`src/rtl/axi_burst_wr_pkg.sv`:
```
// Shared AXI constants and FSM encoding for the AXI4 write-burst engine.
package axi_burst_wr_pkg;

  localparam int          AXI_LEN_W_DEF = 8;
  localparam logic [1:0]  BURST_INCR    = 2'b01;
  localparam logic [1:0]  RESP_OKAY     = 2'b00;
  localparam logic [3:0]  CACHE_DEF     = 4'b0011;

  typedef enum logic [1:0] {
    ST_IDLE = 2'd0,
    ST_ADDR = 2'd1,
    ST_DATA = 2'd2,
    ST_RESP = 2'd3
  } state_t;

  // AxSIZE encoding for a full-width beat of data_w bits.
  function automatic logic [2:0] axi_size(input int data_w);
    return 3'($clog2(data_w / 8));
  endfunction

endpackage

```
`src/rtl/axi_burst_wr_if.sv`:
```
// Bundle of the command, native write-data and AXI4 write-channel signals.
interface axi_burst_wr_if #(
  parameter int ADDR_W    = 32,
  parameter int DATA_W    = 32,
  parameter int AXI_LEN_W = 8,
  parameter int AXI_ID_W  = 1
);

  logic                   run;
  logic [ADDR_W-1:0]      addr;
  logic [AXI_LEN_W-1:0]   length;
  logic                   ready;
  logic                   error;

  logic                   s_valid;
  logic [DATA_W-1:0]      s_wdata;
  logic [DATA_W/8-1:0]    s_wstrb;
  logic                   s_ready;

  logic [AXI_ID_W-1:0]    m_axi_awid;
  logic [ADDR_W-1:0]      m_axi_awaddr;
  logic [AXI_LEN_W-1:0]   m_axi_awlen;
  logic [2:0]             m_axi_awsize;
  logic [1:0]             m_axi_awburst;
  logic [1:0]             m_axi_awlock;
  logic [3:0]             m_axi_awcache;
  logic [2:0]             m_axi_awprot;
  logic [3:0]             m_axi_awqos;
  logic                   m_axi_awvalid;
  logic                   m_axi_awready;

  logic [DATA_W-1:0]      m_axi_wdata;
  logic [DATA_W/8-1:0]    m_axi_wstrb;
  logic                   m_axi_wlast;
  logic                   m_axi_wvalid;
  logic                   m_axi_wready;

  logic [AXI_ID_W-1:0]    m_axi_bid;
  logic [1:0]             m_axi_bresp;
  logic                   m_axi_bvalid;
  logic                   m_axi_bready;

  modport master (
    input  run, addr, length, s_valid, s_wdata, s_wstrb,
    input  m_axi_awready, m_axi_wready, m_axi_bid, m_axi_bresp, m_axi_bvalid,
    output ready, error, s_ready,
    output m_axi_awid, m_axi_awaddr, m_axi_awlen, m_axi_awsize, m_axi_awburst,
    output m_axi_awlock, m_axi_awcache, m_axi_awprot, m_axi_awqos, m_axi_awvalid,
    output m_axi_wdata, m_axi_wstrb, m_axi_wlast, m_axi_wvalid, m_axi_bready
  );

  modport slave (
    output run, addr, length, s_valid, s_wdata, s_wstrb,
    output m_axi_awready, m_axi_wready, m_axi_bid, m_axi_bresp, m_axi_bvalid,
    input  ready, error, s_ready,
    input  m_axi_awid, m_axi_awaddr, m_axi_awlen, m_axi_awsize, m_axi_awburst,
    input  m_axi_awlock, m_axi_awcache, m_axi_awprot, m_axi_awqos, m_axi_awvalid,
    input  m_axi_wdata, m_axi_wstrb, m_axi_wlast, m_axi_wvalid, m_axi_bready
  );

endinterface

```
`src/rtl/axi_burst_wr_cnt.sv`:
```
// Beat counter for one burst; flags the beat whose index equals the latched length.
module axi_burst_wr_cnt #(
  parameter int LEN_W = 8
) (
  input  logic             clk,
  input  logic             rst,
  input  logic             clr_i,
  input  logic             inc_i,
  input  logic [LEN_W-1:0] len_i,
  output logic             last_o
);

  logic [LEN_W-1:0] cnt_q;
  logic [LEN_W-1:0] cnt_d;

  always_comb begin
    cnt_d = cnt_q;
    if (clr_i) begin
      cnt_d = '0;
    end else if (inc_i) begin
      cnt_d = cnt_q + 1'b1;
    end
  end

  always_ff @(posedge clk or negedge rst) begin
    if (!rst) begin
      cnt_q <= '0;
    end else begin
      cnt_q <= cnt_d;
    end
  end

  assign last_o = (cnt_q == len_i);

endmodule

```
`src/rtl/axi_burst_wr.sv`:
```
// AXI4 write-burst engine: one command in, length+1 W beats out, B response folded
// into a sticky error flag. One burst in flight at a time.
module axi_burst_wr
  import axi_burst_wr_pkg::*;
#(
  parameter int ADDR_W    = 32,
  parameter int DATA_W    = 32,
  parameter int AXI_LEN_W = AXI_LEN_W_DEF,
  parameter int AXI_ID_W  = 1
) (
  input  logic           clk,
  input  logic           rst,
  axi_burst_wr_if.master bus
);

  localparam logic [2:0] AW_SIZE = axi_size(DATA_W);

  state_t                 state_q;
  logic                   ready_q;
  logic                   error_q;
  logic                   awvalid_q;
  logic                   bready_q;
  logic [ADDR_W-1:0]      awaddr_q;
  logic [AXI_LEN_W-1:0]   awlen_q;

  logic in_data;
  logic w_xfer;
  logic cnt_clr;
  logic cnt_last;

  // W channel is a pure pass-through, gated so nothing leaks outside the data phase.
  assign in_data = (state_q == ST_DATA);
  assign w_xfer  = in_data & bus.s_valid & bus.m_axi_wready;
  assign cnt_clr = (state_q == ST_IDLE) & bus.run;

  axi_burst_wr_cnt #(
    .LEN_W (AXI_LEN_W)
  ) u_cnt (
    .clk    (clk),
    .rst    (rst),
    .clr_i  (cnt_clr),
    .inc_i  (w_xfer),
    .len_i  (awlen_q),
    .last_o (cnt_last)
  );

  always_ff @(posedge clk or negedge rst) begin
    if (!rst) begin
      state_q   <= ST_IDLE;
      ready_q   <= 1'b1;
      error_q   <= 1'b0;
      awvalid_q <= 1'b0;
      bready_q  <= 1'b0;
      awaddr_q  <= '0;
      awlen_q   <= '0;
    end else begin
      case (state_q)
        ST_IDLE: begin
          if (bus.run) begin
            awaddr_q  <= bus.addr;
            awlen_q   <= bus.length;
            error_q   <= 1'b0;
            ready_q   <= 1'b0;
            awvalid_q <= 1'b1;
            state_q   <= ST_ADDR;
          end
        end
        ST_ADDR: begin
          if (bus.m_axi_awready) begin
            awvalid_q <= 1'b0;
            state_q   <= ST_DATA;
          end
        end
        ST_DATA: begin
          if (w_xfer && cnt_last) begin
            bready_q <= 1'b1;
            state_q  <= ST_RESP;
          end
        end
        ST_RESP: begin
          // Any response other than OKAY (including EXOKAY) marks the burst as failed.
          if (bus.m_axi_bvalid) begin
            error_q  <= (bus.m_axi_bresp != RESP_OKAY);
            bready_q <= 1'b0;
            ready_q  <= 1'b1;
            state_q  <= ST_IDLE;
          end
        end
        default: begin
          state_q <= ST_IDLE;
        end
      endcase
    end
  end

  assign bus.ready         = ready_q;
  assign bus.error         = error_q;
  assign bus.s_ready       = in_data & bus.m_axi_wready;

  assign bus.m_axi_awid    = '0;
  assign bus.m_axi_awaddr  = awaddr_q;
  assign bus.m_axi_awlen   = awlen_q;
  assign bus.m_axi_awsize  = AW_SIZE;
  assign bus.m_axi_awburst = BURST_INCR;
  assign bus.m_axi_awlock  = 2'b00;
  assign bus.m_axi_awcache = CACHE_DEF;
  assign bus.m_axi_awprot  = 3'b000;
  assign bus.m_axi_awqos   = 4'b0000;
  assign bus.m_axi_awvalid = awvalid_q;

  assign bus.m_axi_wdata   = bus.s_wdata;
  assign bus.m_axi_wstrb   = bus.s_wstrb;
  assign bus.m_axi_wlast   = in_data & cnt_last;
  assign bus.m_axi_wvalid  = in_data & bus.s_valid;
  assign bus.m_axi_bready  = bready_q;

endmodule

```
`src/flat_wrapper.sv`:
```
// flat-port wrapper written by rule: the top's interface ports become plain ports
module axi_burst_wr_flat import axi_burst_wr_pkg::*;
#(
  parameter int ADDR_W    = 32,
  parameter int DATA_W    = 32,
  parameter int AXI_LEN_W = AXI_LEN_W_DEF,
  parameter int AXI_ID_W  = 1
)
  (clk, rst, bus_run, bus_addr, bus_length, bus_s_valid, bus_s_wdata, bus_s_wstrb, bus_m_axi_awready, bus_m_axi_wready, bus_m_axi_bid, bus_m_axi_bresp, bus_m_axi_bvalid, bus_ready, bus_error, bus_s_ready, bus_m_axi_awid, bus_m_axi_awaddr, bus_m_axi_awlen, bus_m_axi_awsize, bus_m_axi_awburst, bus_m_axi_awlock, bus_m_axi_awcache, bus_m_axi_awprot, bus_m_axi_awqos, bus_m_axi_awvalid, bus_m_axi_wdata, bus_m_axi_wstrb, bus_m_axi_wlast, bus_m_axi_wvalid, bus_m_axi_bready);
  axi_burst_wr_if #(.ADDR_W(ADDR_W), .DATA_W(DATA_W), .AXI_LEN_W(AXI_LEN_W), .AXI_ID_W(AXI_ID_W)) bus_i ();
  input  logic clk;
  input  logic rst;
  input wire logic [$bits(bus_i.run)-1:0] bus_run;
  input wire logic [$bits(bus_i.addr)-1:0] bus_addr;
  input wire logic [$bits(bus_i.length)-1:0] bus_length;
  input wire logic [$bits(bus_i.s_valid)-1:0] bus_s_valid;
  input wire logic [$bits(bus_i.s_wdata)-1:0] bus_s_wdata;
  input wire logic [$bits(bus_i.s_wstrb)-1:0] bus_s_wstrb;
  input wire logic [$bits(bus_i.m_axi_awready)-1:0] bus_m_axi_awready;
  input wire logic [$bits(bus_i.m_axi_wready)-1:0] bus_m_axi_wready;
  input wire logic [$bits(bus_i.m_axi_bid)-1:0] bus_m_axi_bid;
  input wire logic [$bits(bus_i.m_axi_bresp)-1:0] bus_m_axi_bresp;
  input wire logic [$bits(bus_i.m_axi_bvalid)-1:0] bus_m_axi_bvalid;
  output wire logic [$bits(bus_i.ready)-1:0] bus_ready;
  output wire logic [$bits(bus_i.error)-1:0] bus_error;
  output wire logic [$bits(bus_i.s_ready)-1:0] bus_s_ready;
  output wire logic [$bits(bus_i.m_axi_awid)-1:0] bus_m_axi_awid;
  output wire logic [$bits(bus_i.m_axi_awaddr)-1:0] bus_m_axi_awaddr;
  output wire logic [$bits(bus_i.m_axi_awlen)-1:0] bus_m_axi_awlen;
  output wire logic [$bits(bus_i.m_axi_awsize)-1:0] bus_m_axi_awsize;
  output wire logic [$bits(bus_i.m_axi_awburst)-1:0] bus_m_axi_awburst;
  output wire logic [$bits(bus_i.m_axi_awlock)-1:0] bus_m_axi_awlock;
  output wire logic [$bits(bus_i.m_axi_awcache)-1:0] bus_m_axi_awcache;
  output wire logic [$bits(bus_i.m_axi_awprot)-1:0] bus_m_axi_awprot;
  output wire logic [$bits(bus_i.m_axi_awqos)-1:0] bus_m_axi_awqos;
  output wire logic [$bits(bus_i.m_axi_awvalid)-1:0] bus_m_axi_awvalid;
  output wire logic [$bits(bus_i.m_axi_wdata)-1:0] bus_m_axi_wdata;
  output wire logic [$bits(bus_i.m_axi_wstrb)-1:0] bus_m_axi_wstrb;
  output wire logic [$bits(bus_i.m_axi_wlast)-1:0] bus_m_axi_wlast;
  output wire logic [$bits(bus_i.m_axi_wvalid)-1:0] bus_m_axi_wvalid;
  output wire logic [$bits(bus_i.m_axi_bready)-1:0] bus_m_axi_bready;
  assign bus_i.run = bus_run;
  assign bus_i.addr = bus_addr;
  assign bus_i.length = bus_length;
  assign bus_i.s_valid = bus_s_valid;
  assign bus_i.s_wdata = bus_s_wdata;
  assign bus_i.s_wstrb = bus_s_wstrb;
  assign bus_i.m_axi_awready = bus_m_axi_awready;
  assign bus_i.m_axi_wready = bus_m_axi_wready;
  assign bus_i.m_axi_bid = bus_m_axi_bid;
  assign bus_i.m_axi_bresp = bus_m_axi_bresp;
  assign bus_i.m_axi_bvalid = bus_m_axi_bvalid;
  assign bus_ready = bus_i.ready;
  assign bus_error = bus_i.error;
  assign bus_s_ready = bus_i.s_ready;
  assign bus_m_axi_awid = bus_i.m_axi_awid;
  assign bus_m_axi_awaddr = bus_i.m_axi_awaddr;
  assign bus_m_axi_awlen = bus_i.m_axi_awlen;
  assign bus_m_axi_awsize = bus_i.m_axi_awsize;
  assign bus_m_axi_awburst = bus_i.m_axi_awburst;
  assign bus_m_axi_awlock = bus_i.m_axi_awlock;
  assign bus_m_axi_awcache = bus_i.m_axi_awcache;
  assign bus_m_axi_awprot = bus_i.m_axi_awprot;
  assign bus_m_axi_awqos = bus_i.m_axi_awqos;
  assign bus_m_axi_awvalid = bus_i.m_axi_awvalid;
  assign bus_m_axi_wdata = bus_i.m_axi_wdata;
  assign bus_m_axi_wstrb = bus_i.m_axi_wstrb;
  assign bus_m_axi_wlast = bus_i.m_axi_wlast;
  assign bus_m_axi_wvalid = bus_i.m_axi_wvalid;
  assign bus_m_axi_bready = bus_i.m_axi_bready;
  axi_burst_wr #(.ADDR_W(ADDR_W), .DATA_W(DATA_W), .AXI_LEN_W(AXI_LEN_W), .AXI_ID_W(AXI_ID_W)) u_core (.clk(clk), .rst(rst), .bus(bus_i));
endmodule
```
`config.mk`:
```
export PLATFORM = sky130hd
export DESIGN_NAME = axi_burst_wr_flat
export DESIGN_NICKNAME = d
export VERILOG_FILES = /design/src/rtl/axi_burst_wr_pkg.sv /design/src/rtl/axi_burst_wr_if.sv /design/src/rtl/axi_burst_wr_cnt.sv /design/src/rtl/axi_burst_wr.sv /design/src/flat_wrapper.sv
export SDC_FILE = /design/constraint.sdc
export NUM_CORES = 1
export LEC_CHECK = 0
export ABC_AREA = 1
export BUFFER_PORTS_ARGS = -buffer_cell sky130_fd_sc_hd__buf_2
export CAP_MARGIN = 40
export CORE_ASPECT_RATIO = 1.25
export CORE_MARGIN = 10
export CORE_UTILIZATION = 42
export CTS_CLUSTER_DIAMETER = 80
export CTS_CLUSTER_SIZE = 16
export DETAILED_ROUTE_END_ITERATION = 7
export PLACE_DENSITY_LB_ADDON = 0.25
export SYNTH_ARGS = -nofsm -noshare
export SYNTH_HDL_FRONTEND = slang
export SYNTH_SLANG_ARGS = --single-unit
```
`constraint.sdc`:
```
create_clock -name clk -period 2 [get_ports clk]
set_input_delay 0.1 -clock clk [delete_from_list [all_inputs] [get_ports clk]]
set_output_delay 0.1 -clock clk [all_outputs]
set_load 0.1 [all_outputs]
```
==> impl_results.md <==
* Reg clk slew, reported paths at 90 ps
* Synthesized area at 2850 µm²
* Die height at 112 µm
* Number of routed nets with antenna violations at 0
* Final Max Tran Viols at 0
* Fillers at roughly 640
* Slew at the pin closest to its max-slew limit at roughly 570 ps
* Sink Count at 54
* RSZ-0062 raised after global routing: no
* CTS Root Cell: clkbuf_8
* IO Pins at between 150 and 200
* Hold/Removal Path Class: primary input to flip-flop
* CP Data Arrival Time at 1670 ps
* # port buffers at 95
* Crit-path max FO at 5
* CP endpoint kind: primary output
* EDFF count, synth at 0
* # H-tree levels at 2
* Post CTS Setup Buffer Count at 0
* DR iter-0 viols at 110
* Non-filler cells, final at between 500 and 600
* Max-cap violations at 0
* Status: completed
* Final Hold Fails at 0
* WL/cell at 13.5 µm
* Most frequent cell after synthesis: nand2_1
* Synth area leaders: dfrtp_1 (47%), nand2_1 (20%), buf_4 (15%)
* Routed vias at 2385
* Mean Syn Cell Area at about 8 µm²
* Vias in the first global route at 2544
* Final setup margin at around 230 ps
* Most used DFF post-synth: dfrtp_1
* Layout cells sized above 1 at 25.2%
* Relative slew slack at between 60% and 70%
* Synthesis Warnings at 0
* Core Region at 6570 µm²
* Biggest area consumer among synthesized cells: dfrtp_1
* Longest Clk Path Bufs at 2
* Initial antenna violation count at 0
* Seq/Total Area, Yosys at between 40% and 50%
* Fin Setup TNS at 0 ps
* GRT Resource Usage Total at between 10% and 20%
* Hpwl dp at 5.13 mm
* Seq cells post-synth at 54
* Total grt overflow at 0
* First-pass GRT wire length at around 12 mm
* Largest net degree at the start of global routing at between 40 and 50
* CTS tree: built
* Setup crit start kind: flip-flop
* Nets at approximately 540
* WP data required at 1900 ps
* Die Wd at around 94 µm
* GPL Wtd Cong at 0.809
* Initial Util at between 40% and 50%
* Pre-CTS setup slack at slightly above 300 ps
* Tcrit/Tclk final at around 88%
* Final min period at about 1800 ps
* Fraction of registers with async set/reset at between 90% and 100%
* Yosys top cell area share at between 40% and 50%
* DRC viols at 0
* Post-synth top cells: nand2_1 (149), buf_4 (56), dfrtp_1 (53)
* Post-Synthesis Cells at roughly 350
* Routed WL at 7.31 mm
* Layout area overhead at 26.7%
* Skew-Pair Late Insertion Delay at approximately 300 ps
* Clock Skews at roughly 6.3 ps
* Drt pass-1 iters at 4
* Worst Setup Path Type: flip-flop to primary output
* Die ar. at 10500 µm²
* Setup-failing EPs final at 0
* Vias per cell at 4.42
* Highest Clock Rate at 566 MHz
* Final core occ at between 50 and 60%
* # rows at 33
* Inserted Diodes at 0
* Num CTS Buffers at 5
* Post-synth cell types at 27
* Placed cell count at between 400 and 500
cell type report:
type,count,area (µm²),area share [%]
sequential,54,1350,37.5
multi-input combinational,228,1020,28.2
timing repair buffer,138,926,25.7
tap,87,109,3.02
inverter,25,93.8,2.60
clock buffer,7,76.3,2.12
clock inverter,1,30.0,0.833
critical path, cell delays in order (launching register included):
cell and delay, ps:
dfrtp_1 430, inv_1 130, nand2_1 60, nand2_1 50
nand2_1 60, nor2_2 130, nand2_1 100, nor2_4 80
clkbuf_4 330
per-stage QoR:
step	area (µm²)	hold WS, ps
floorplan	2920	-196
global placement	3100	135
detailed placement	3100	147
CTS	3590	2.48
global route	3610	13.6
finish	3610	15.0
worst paths after layout:
path	from	end	slack [ps]	cells after the start
worst max-delay path	u_core.u_cnt.cnt_q[2]	bus_m_axi_wlast	230	8
worst min register to register	u_core.bus.m_axi_awaddr[16]	u_core.bus.m_axi_awaddr[16]	480	2
worst max register to register	u_core.state_q[0]	u_core.u_cnt.cnt_q[6]	300	9
min in group asynchronous	rst	u_core.bus.m_axi_awaddr[26]	320	2
max in group asynchronous	rst	u_core.bus.m_axi_awlen[5]	1120	3
worst min-delay path	bus_length[2]	u_core.bus.m_axi_awlen[2]	20	3
flip-flops by register name (all words and copies together) (netlist names):
register / cells
u_core.bus.m_axi_awaddr: 32
u_core.bus.m_axi_awlen: 8
u_core.u_cnt.cnt_q: 8
u_core.state_q: 2
u_core.bus.error: 1
u_core.bus.m_axi_awvalid: 1
u_core.bus.m_axi_bready: 1
u_core.bus.ready: 1
layout by cell type (no fill, tap or decap), types with 3 or more instances in the layout:
master / n
dlygate4sd3_1: 40
nand2_1: 149
a21oi_1: 3
inv_1: 22
nand3_1: 6
dfrtp_1: 53
ha_1: 6
o21ai_0: 7
clkbuf_8: 5
buf_2: 94
nor2_1: 16
xnor2_1: 7
conb_1: 19
routing by layer:
metal	global-route usage (%)	part of all wire, %	vias to the layer above
li1	-	-	1181
met1	14.5	36	1094
met2	25.0	52	84
met3	4.53	9.0	26
met4	5.99	2.7	0
met5	0	0	-
cell families after synthesis:
group,Yosys count,share of synthesized area [%]
adders and majority gates,6,2.64
AOI/OAI and AO/OA,14,2.64
and+or+nand+nor,182,25.6
xor gates and xnor gates,7,2.15
DFF,54,47.5
buffers and inverters,89,19.2
other,2,0.264
timing repair:
action | 4_1_cts | 5_1_grt
endpoints found under the setup margin | 0 | 1
gates resized for setup | 0 | 1
hold buffers | 39 | 1
hold endpoints to repair | 61 | 1
Power is left out: the tool's default activity adds up to more than one toggle a clock period on the data nets, which glitch-free logic cannot reach.
